## src/rtl/ticket_seq_ctrl.sv

```systemverilog
// Ticket vending sequencer: latches a request, feeds coins to the summing unit, dispenses or refunds.
// Optional build macro TKT_CTRL_SHADOW_CHECK_EN cross-checks the returned total against a local shadow sum.
module ticket_seq_ctrl #(
  parameter int unsigned PRICE0       = 5,
  parameter int unsigned PRICE1       = 10,
  parameter int unsigned PRICE2       = 15,
  parameter int unsigned PRICE3       = 20,
  parameter int unsigned MAX_CREDIT   = 60,
  parameter int unsigned COIN_TIMEOUT = 1000,
  parameter int unsigned SUM_WAIT_MAX = 15,
  parameter int unsigned TMR_W        = 10
) (
  input  logic       clk,
  input  logic       rst,
  input  logic       tkt_req,
  input  logic [1:0] tkt_sel,
  input  logic       coin_valid,
  input  logic [1:0] coin_code,
  input  logic       cancel,
  output logic       sum_frt,
  output logic       sum_in_rdy,
  output logic [7:0] sum_data,
  input  logic       sum_out_rdy,
  input  logic [7:0] sum_total,
  output logic       busy,
  output logic       coin_ack,
  output logic       coin_rej,
  output logic       tkt_out,
  output logic [1:0] tkt_id,
  output logic       chg_valid,
  output logic [7:0] chg_amt,
  output logic       refund,
  output logic       err
);

  localparam int unsigned DW = 8;

  typedef enum logic [3:0] {
    S_IDLE, S_WAIT_COIN, S_SEND_RDY, S_SEND_DATA, S_WAIT_SUM,
    S_CHECK, S_DISPENSE, S_REFUND, S_ERROR
  } state_t;

  state_t            state_q, state_d;
  logic [DW-1:0]     price_q, credit_q, shadow_q, value_q;
  logic [1:0]        sel_q;
  logic [TMR_W-1:0]  timer_q;
  logic              first_q;

  logic              sum_frt_d, sum_in_rdy_d, busy_d, coin_ack_d, coin_rej_d;
  logic              tkt_out_d, chg_valid_d, refund_d, err_d;
  logic [DW-1:0]     sum_data_d, chg_amt_d;
  logic [1:0]        tkt_id_d;

  logic [DW-1:0]     coin_val_c;
  logic              coin_bad_c, coin_timeout_c, sum_timeout_c;

  function automatic logic [DW-1:0] price_of(input logic [1:0] sel);
    case (sel)
      2'd0:    price_of = DW'(PRICE0);
      2'd1:    price_of = DW'(PRICE1);
      2'd2:    price_of = DW'(PRICE2);
      default: price_of = DW'(PRICE3);
    endcase
  endfunction

  // Coin decode and acceptance limit (9-bit sum so the limit compare cannot wrap)
  always_comb begin
    coin_val_c = '0;
    case (coin_code)
      2'b00:   coin_val_c = DW'(1);
      2'b01:   coin_val_c = DW'(5);
      2'b10:   coin_val_c = DW'(10);
      default: coin_val_c = '0;
    endcase
    coin_bad_c = (coin_code == 2'b11) ||
                 (({1'b0, shadow_q} + {1'b0, coin_val_c}) > (DW+1)'(MAX_CREDIT));
    coin_timeout_c = (timer_q == TMR_W'(COIN_TIMEOUT - 1));
    sum_timeout_c  = (timer_q == TMR_W'(SUM_WAIT_MAX - 1));
  end

  // State register
  always_ff @(posedge clk or posedge rst) begin
    if (rst) state_q <= S_IDLE;
    else     state_q <= state_d;
  end

  // Next-state logic
  always_comb begin
    state_d = state_q;
    case (state_q)
      S_IDLE:      if (tkt_req) state_d = S_WAIT_COIN;
      S_WAIT_COIN: begin
        if (cancel || coin_timeout_c)       state_d = (shadow_q != '0) ? S_REFUND : S_IDLE;
        else if (coin_valid && !coin_bad_c) state_d = S_SEND_RDY;
      end
      S_SEND_RDY:  state_d = S_SEND_DATA;
      S_SEND_DATA: state_d = S_WAIT_SUM;
      S_WAIT_SUM: begin
        if (sum_out_rdy)        state_d = S_CHECK;
        else if (sum_timeout_c) state_d = S_ERROR;
      end
      S_CHECK: begin
`ifdef TKT_CTRL_SHADOW_CHECK_EN
        if (credit_q != shadow_q)     state_d = S_ERROR;
        else if (credit_q >= price_q) state_d = S_DISPENSE;
        else                          state_d = S_WAIT_COIN;
`else
        if (credit_q >= price_q) state_d = S_DISPENSE;
        else                     state_d = S_WAIT_COIN;
`endif
      end
      S_DISPENSE:  state_d = S_IDLE;
      S_REFUND:    state_d = S_IDLE;
      S_ERROR:     state_d = S_ERROR;
      default:     state_d = S_IDLE;
    endcase
  end

  // Output decode for the next cycle; registered below
  always_comb begin
    sum_frt_d    = 1'b0;
    sum_in_rdy_d = 1'b0;
    sum_data_d   = '0;
    busy_d       = (state_d != S_IDLE);
    coin_ack_d   = (state_q == S_WAIT_COIN) && (state_d == S_SEND_RDY);
    coin_rej_d   = coin_valid && !coin_ack_d;
    tkt_out_d    = 1'b0;
    tkt_id_d     = '0;
    chg_valid_d  = 1'b0;
    chg_amt_d    = '0;
    refund_d     = 1'b0;
    err_d        = (state_d == S_ERROR);
    case (state_d)
      S_SEND_RDY: begin
        sum_in_rdy_d = 1'b1;
        sum_frt_d    = first_q;
      end
      S_SEND_DATA: sum_data_d = value_q;
      S_DISPENSE: begin
        tkt_out_d = 1'b1;
        tkt_id_d  = sel_q;
        if (credit_q > price_q) begin
          chg_valid_d = 1'b1;
          chg_amt_d   = credit_q - price_q;
        end
      end
      S_REFUND: begin
        chg_valid_d = 1'b1;
        refund_d    = 1'b1;
        chg_amt_d   = (credit_q != '0) ? credit_q : shadow_q;
      end
      default: ;
    endcase
  end

  // Output registers
  always_ff @(posedge clk or posedge rst) begin
    if (rst) begin
      sum_frt    <= 1'b0;
      sum_in_rdy <= 1'b0;
      sum_data   <= '0;
      busy       <= 1'b0;
      coin_ack   <= 1'b0;
      coin_rej   <= 1'b0;
      tkt_out    <= 1'b0;
      tkt_id     <= '0;
      chg_valid  <= 1'b0;
      chg_amt    <= '0;
      refund     <= 1'b0;
      err        <= 1'b0;
    end else begin
      sum_frt    <= sum_frt_d;
      sum_in_rdy <= sum_in_rdy_d;
      sum_data   <= sum_data_d;
      busy       <= busy_d;
      coin_ack   <= coin_ack_d;
      coin_rej   <= coin_rej_d;
      tkt_out    <= tkt_out_d;
      tkt_id     <= tkt_id_d;
      chg_valid  <= chg_valid_d;
      chg_amt    <= chg_amt_d;
      refund     <= refund_d;
      err        <= err_d;
    end
  end

  // Transaction datapath; the timer is shared between coin wait and sum wait
  always_ff @(posedge clk or posedge rst) begin
    if (rst) begin
      price_q  <= '0;
      sel_q    <= '0;
      credit_q <= '0;
      shadow_q <= '0;
      value_q  <= '0;
      timer_q  <= '0;
      first_q  <= 1'b0;
    end else begin
      case (state_q)
        S_IDLE: if (tkt_req) begin
          price_q  <= price_of(tkt_sel);
          sel_q    <= tkt_sel;
          credit_q <= '0;
          shadow_q <= '0;
          first_q  <= 1'b1;
          timer_q  <= '0;
        end
        S_WAIT_COIN: begin
          timer_q <= timer_q + TMR_W'(1);
          if (state_d == S_SEND_RDY) value_q <= coin_val_c;
        end
        S_SEND_DATA: begin
          first_q <= 1'b0;
          timer_q <= '0;
        end
        S_WAIT_SUM: begin
          timer_q <= timer_q + TMR_W'(1);
          if (sum_out_rdy) begin
            credit_q <= sum_total;
            shadow_q <= shadow_q + value_q;
          end
        end
        S_CHECK: if (state_d == S_WAIT_COIN) timer_q <= '0;
        default: ;
      endcase
    end
  end

endmodule

```

## config.mk

```make
export PLATFORM = sky130hd
export DESIGN_NAME = ticket_seq_ctrl
export DESIGN_NICKNAME = d
export VERILOG_FILES = /design/src/rtl/ticket_seq_ctrl.sv
export SDC_FILE = /design/constraint.sdc
export NUM_CORES = 1
export LEC_CHECK = 0
export BUFFER_PORTS_ARGS = -buffer_cell sky130_fd_sc_hd__clkbuf_2
export CAP_MARGIN = 20
export CORE_ASPECT_RATIO = 0.75
export CORE_MARGIN = 2
export CORE_UTILIZATION = 35
export CTS_BUF_LIST = sky130_fd_sc_hd__clkbuf_2 sky130_fd_sc_hd__clkbuf_4 sky130_fd_sc_hd__clkbuf_8
export DETAILED_ROUTE_END_ITERATION = 10
export HOLD_SLACK_MARGIN = 0.03
export PLACE_DENSITY = 0.56
export SLEW_MARGIN = 20
export SYNTH_ARGS = -nofsm -noshare
export SYNTH_HDL_FRONTEND = slang
export SYNTH_SLANG_ARGS = --single-unit
```

## constraint.sdc

```tcl
create_clock -name clk -period 7.4 [get_ports clk]
set_input_delay 1.48 -clock clk [delete_from_list [all_inputs] [get_ports clk]]
set_output_delay 1.48 -clock clk [all_outputs]
set_load 0.02 [all_outputs]
```

# After elaboration in Yosys (flattened, before gate mapping)
# Index checks and enable logic that the tools add are counted.
[classes]
mul = 0
add_sub_neg = 4
reduce_logical = 22
n_shift = 0
div = 0
bitwise = 0
order_cmp = 3
n_eq_ne = 22
n_mux = 31
[ops]
columns = ["cell", "count"]
rows = [
  ["$mux 8", 6],
  ["$pmux 8 s2", 3],
  ["$pmux 10 s4", 1],
  ["$pmux 4 s7", 1],
  ["$mux 10", 2],
  ["$mux 4", 5],
  ["$eq 4x2->1 const B", 4],
  ["$eq 4x3->1 const B", 4],
  ["$reduce_bool 8->1", 2],
  ["$pmux 5 s3", 1],
  ["$pmux 4 s3", 1],
  ["$add 10x1->10 const B", 1],
  ["$eq 10x10->1 const B", 1],
  ["$eq 10x4->1 const B", 1],
  ["$add 8x8->9", 1],
  ["$gt 9x6->1 const B", 1],
  ["$add 8x8->8", 1],
  ["$eq 4x1->1 const B", 2],
  ["$eq 4x4->1 const B", 2],
  ["$ge 8x8->1", 1],
  ["$gt 8x8->1", 1],
  ["$reduce_bool 4->1", 2],
  ["$sub 8x8->8", 1],
  ["$eq 2x2->1 const B", 3],
  ["other kinds (15)", 34],
]
[totals]
ramBits = 0
mem_bits_ro = 0
memories = 0
output_inout_bits = 27
regBits = 76
word_cells = 102
latchBits = 0
input_bits = 18

# Longest topological paths before layout
[logic_depth]
depth_word = 14
mapped_depth = 14
depth_no_buf = 13

# Least setup slack after synthesis
# Ideal clock, no wire load.
[synth_path]
kind = "in2reg"
startpoint = "in coin_code[0]"
endpoint = "reg value_q[1]"
setup_time_ns = 0.125
required_time_ns = 7.275
stages = 11
path_slack_ns = 3.518
path_buffers = 1
arrival_time_ns = 3.757
cell_sequence = "nor2b_1 -> ha_1 -> buf_6 -> and2_1 -> o41a_1 -> o21ai_1 -> xnor2_1 -> a311oi_1 -> o41ai_2 -> nor2_2 -> mux2_4"
[synth_via]
elab_chain_len = 12
[synth_lines]
columns = ["item", "line_no", "source"]
rows = [
  ["start: declaration", "18", "input logic [1:0] coin_code,"],
  ["$eq 2x2->1 (tied with other cells)", "69", "case (coin_code)"],
  ["$pmux 4 s3", "69", ""],
  ["$add 8x8->9", "76", "(({1'b0, shadow_q} + {1'b0, coin_val_c}) > (DW+1)'(MAX_CREDIT));"],
  ["$gt 9x6->1", "76", ""],
  ["$logic_or 1x1->1", "75", "coin_bad_c = (coin_code == 2'b11) ||"],
  ["$logic_not 1->1", "94", "else if (coin_valid && !coin_bad_c) state_d = S_SEND_RDY;"],
  ["$logic_and 1x1->1", "94", ""],
  ["$mux 4", "94", ""],
  ["$mux 4", "93", "if (cancel || coin_timeout_c) state_d = (shadow_q != '0) ? S_REFUND : S_IDLE;"],
  ["$pmux 4 s7", "90", "case (state_q)"],
  ["$eq 4x2->1", "209", "if (state_d == S_SEND_RDY) value_q <= coin_val_c;"],
  ["$reduce_and 2->1 (no line)", "--", ""],
  ["end signal: assignment", "209", ""],
  ["end: declaration", "44", "logic [DW-1:0] price_q, credit_q, shadow_q, value_q;"],
]
# Parallel ways exist; a longest one is shown, timed or not.
# A chain may end at the register's enable or synchronous reset.

# Final worst setup path
[layout_path]
startpoint = "in coin_code[1]"
endpoint = "reg value_q[1]"
[layout_via]
elab_chain_len = 12
[layout_lines]
columns = ["item", "line_no", "source"]
rows = [
  ["$eq 2x2->1 (tied with other cells)", "69", ""],
  ["$pmux 4 s3 (*)", "69", ""],
  ["net coin_val_c[2]", "54", "logic [DW-1:0] coin_val_c;"],
  ["$add 8x8->9 (*)", "76", ""],
  ["$gt 9x6->1 (*)", "76", ""],
  ["$logic_or 1x1->1 (*)", "75", ""],
  ["$logic_not 1->1 (*)", "94", ""],
  ["$logic_and 1x1->1 (*)", "94", ""],
  ["$mux 4 (*)", "94", ""],
  ["$mux 4 (*)", "93", ""],
  ["$pmux 4 s7 (*)", "90", ""],
  ["$eq 4x2->1 (*)", "209", ""],
  ["$reduce_and 2->1 (no line) (*)", "--", ""],
]
# The timed path passes the listed nets; every way through them passes the cells marked *.

==> flow_metrics.env <==
export IMPL_slew_viol_final=0
export IMPL_postSynthCellCount=369
export IMPL_fin_skew_ns=0.00848
export IMPL_synth_top_family_by_area="simple AND/OR/NAND/NOR gates"
export IMPL_yosys_warnings=0
export IMPL_pwr_share_seq_pct=36.0
export IMPL_switching_share_pct=45.0
export IMPL_rsz0062_at_grt="false"
export IMPL_fin_crit_sh_pct=53.2
export IMPL_grt_start_max_net_pins=63
export IMPL_cts_hold_buf=0
export IMPL_num_vias=2802
export IMPL_total_power_mw=1.55
export IMPL_synth_xor_area_share_pct=3.52
export IMPL_leakagePower_nw=1.90
export IMPL_start_util_pct=36.1
export IMPL_drc=0
export IMPL_cts_repair_timing_setup_buffer_count=0
export IMPL_peakVddDrop_v=0.000177
export IMPL_path_clk_slew_ns=0.07
export IMPL_die_h_um=90.4
export IMPL_synth_seq_cells=62
export IMPL_cts_buffers=9
export IMPL_core_area_um2=9660
export IMPL_nNetsFinal=440
export IMPL_ios=45
export IMPL_portBuffers=40
export IMPL_syn_avg_cell_area_um2=9.45
export IMPL_pre_cts_ws_ns=3.10
export IMPL_synth_edf_count=0
export IMPL_synthArstFlopShare_pct=100
export IMPL_synth_area_mux_share_pct=1.15
export IMPL_timing_setup_tns_ns=0
export IMPL_power_density_nw_per_um2=394
export IMPL_dieArea_um2=10800
export IMPL_rows=31
export IMPL_drv_cap=0
export IMPL_clock_sinks=62
export IMPL_grt_pass1_wl_um=13600
export IMPL_cp_end_kind="flip-flop"
export IMPL_drt_total_wl_um=8220
export IMPL_cp_cell_sequence="clkbuf_2 > nor2b_1 > ha_1 > and2_1 > o41a_1 > o21ai_1 > xnor2_1 > a311oi_1 > o41ai_2 > nor2_2 > mux2_4"
export IMPL_via_per_inst=5.20
export IMPL_dr_pass1_iters=5
export IMPL_synthSimpleGateAreaFrac_pct=19.6
export IMPL_pwr_share_clk_pct=17.0
export IMPL_path_max_fanout=9
export IMPL_antenna_cells=0
export IMPL_timing_fmax_mhz=254
export IMPL_cp_start_kind="input port"
export IMPL_final_antenna_net_count=0
export IMPL_die_width_um=119
export IMPL_globalRouteTotalUtil_pct=16.5
export IMPL_tightest_slew_ns=0.938
export IMPL_crit_required_ns=7.64
export IMPL_synth_compound_area_share_pct=18.2
export IMPL_wl_per_cell_um=15.3
export IMPL_ys_flop_type="dfrtp_1"
export IMPL_final_cell_area_um2=3920
export IMPL_slew_headroom_pct=37.2
export IMPL_ys_types=58
export IMPL_globalplace_congestion=0.853
export IMPL_ctsResizeCount=0
export IMPL_fin_cells=539
export IMPL_finalCriticalPeriod_ns=3.93
export IMPL_placed_area_um2=3750
export IMPL_worst_path_dominant_cell_family="compound AO/OA/AOI/OAI gates"
export IMPL_first_global_vias=2616
export IMPL_yosys_area_share_adder_pct=7.61
export IMPL_power_switching_mw=0.696
export IMPL_cp_slowest_cell="o41a_1"
export IMPL_grt_overflow=0
export IMPL_synth_area_um2=3490
export IMPL_grt_antenna_before_repair=0
export IMPL_status="completed"
export IMPL_dpl_hpwl_um=5880
export IMPL_cts_path_max_buffers=2
export IMPL_path_buf_inv=1
export IMPL_area_growth_synth_to_final_pct=12.6
export IMPL_htree_levels=3
export IMPL_drive_gt1_share_pct=17.0
export IMPL_dp_cells=523
export IMPL_comb_power_share_pct=47.0
export IMPL_critPathMaxStageDelay_ns=0.38
export IMPL_cts_tree="yes"
export IMPL_worstSetupPathType="input port to flip-flop"
export IMPL_synth_seq_area_share_pct=44.5
export IMPL_insertion_delay_ns=0.36
export IMPL_holdWs_ns=0.483
export IMPL_drt_iter0_drc=225
export IMPL_fin_util_pct=40.6
export IMPL_setup_viol_count_final=0
export IMPL_arrival_ns=4.18
export IMPL_intPower_mw=0.851
export IMPL_hold_viol_final=0
export IMPL_hp_class="flip-flop to flip-flop"
export IMPL_root_buffer="clkbuf_8"
export IMPL_worst_slack_ns=3.47
## synthesized netlist by cell type (4+ instances only)
cell type,number,area (um^2)
dfrtp_1,62,1550
nand2_1,42,158
o21ai_0,31,155
nor2_1,27,101
ha_1,18,225
inv_1,18,67.6
a21oi_1,14,70.1
a22o_1,12,105
nand3_1,11,55.1
and2_1,10,62.6
clkbuf_1,10,37.5
nor2b_1,9,56.3
xnor2_1,7,61.3
xor2_1,7,61.3
and3_1,6,37.5
buf_4,6,45.0
nor4_1,6,37.5
a21boi_0,4,30.0
a31oi_1,4,25.0
nor3_1,4,20.0
o22ai_1,4,25.0
## worst paths after layout
check                                              from                      to  slack, ns  depth (start not counted)
worst min register to register     sel_q[0]$_DFFE_PP0P_     tkt_id[0]$_DFF_PP0_       0.48                          1
worst max register to register  credit_q[0]$_DFFE_PP0P_    chg_amt[7]$_DFF_PP0_       4.10                         13
max in group asynchronous                           rst  value_q[1]$_DFFE_PP0P_       5.56                          3
min in group asynchronous                           rst     tkt_id[1]$_DFF_PP0_       1.33                          3
worst max-delay path                       coin_code[1]  value_q[1]$_DFFE_PP0P_       3.47                         11
worst min-delay path               sel_q[0]$_DFFE_PP0P_     tkt_id[0]$_DFF_PP0_       0.48                          1
## flip-flops by register name, indices dropped and copies added, names as in the netlist, 2 cells and up
signal / flops
chg_amt: 8
credit_q: 8
price_q: 4
sel_q: 2
shadow_q: 8
state_q: 4
sum_data: 3
timer_q: 10
tkt_id: 2
value_q: 3
## logic make-up (layout without fill, tap and decap cells)
family | Yosys count | after routing
AOI/OAI and AO/OA | 93 | 93
and+or+nand+nor | 136 | 136
DFF | 62 | 62
buffers and inverters | 40 | 75
other | 1 | 4
muxes | 3 | 3
adders and majority gates | 20 | 20
xor gates and xnor gates | 14 | 14
## cell type report
| type | count | area [um^2] |
|---|---|---|
| Fill cell | 963 | 5730 |
| Multi-Input combinational cell | 270 | 1760 |
| Sequential cell | 62 | 1550 |
| Timing Repair Buffer | 41 | 208 |
| Tap cell | 132 | 165 |
| Clock buffer | 10 | 131 |
| Inverter | 18 | 67.6 |
| Clock inverter | 6 | 38.8 |
## layer usage
metal	GRT usage (%)	vias to the layer above	wire [um]
met4	5.26	0	103
met1	24.0	1337	4210
li1	-	1372	-
met5	0	-	0
met3	5.81	13	507
met2	22.5	80	3400
## power groups by stage
stage | Combinational, mW | Clock (mW) | Sequential, mW
final | 0.727 | 0.263 | 0.557
after global routing | 0.817 | 0.291 | 0.575
after CTS | 0.729 | 0.275 | 0.557
after detailed placement | 0.722 | 0 | 0.561
after global placement | 0.708 | 0 | 0.562
after floorplan | 0.569 | 0 | 0.533
## cells in the final DEF (no fill, tap or decap), drive strengths merged, types with 2 or more instances in the layout
cell type   n
dfrtp      62
clkbuf     50
nand2      42
o21ai      32
nor2       30
ha         18
inv        18
a21oi      14
a22o       12
nand3      11
and2       10
nor2b       9
xnor2       7
xor2        7
and3        6
nor4        6
a31oi       4
a21boi      4
o22ai       4
nor3        4
conb        4
clkinv      4
a21o        3
or3         3
nand4       3
a211oi      3
nor3b       2
nand3b      2
nand4b      2
nor4b       2
mux2        2
o211ai      2
nand2b      2
o31ai       2
fa          2
clkinvlp    2
o221ai      2
No activity file was read; power rests on OpenSTA's default activity.
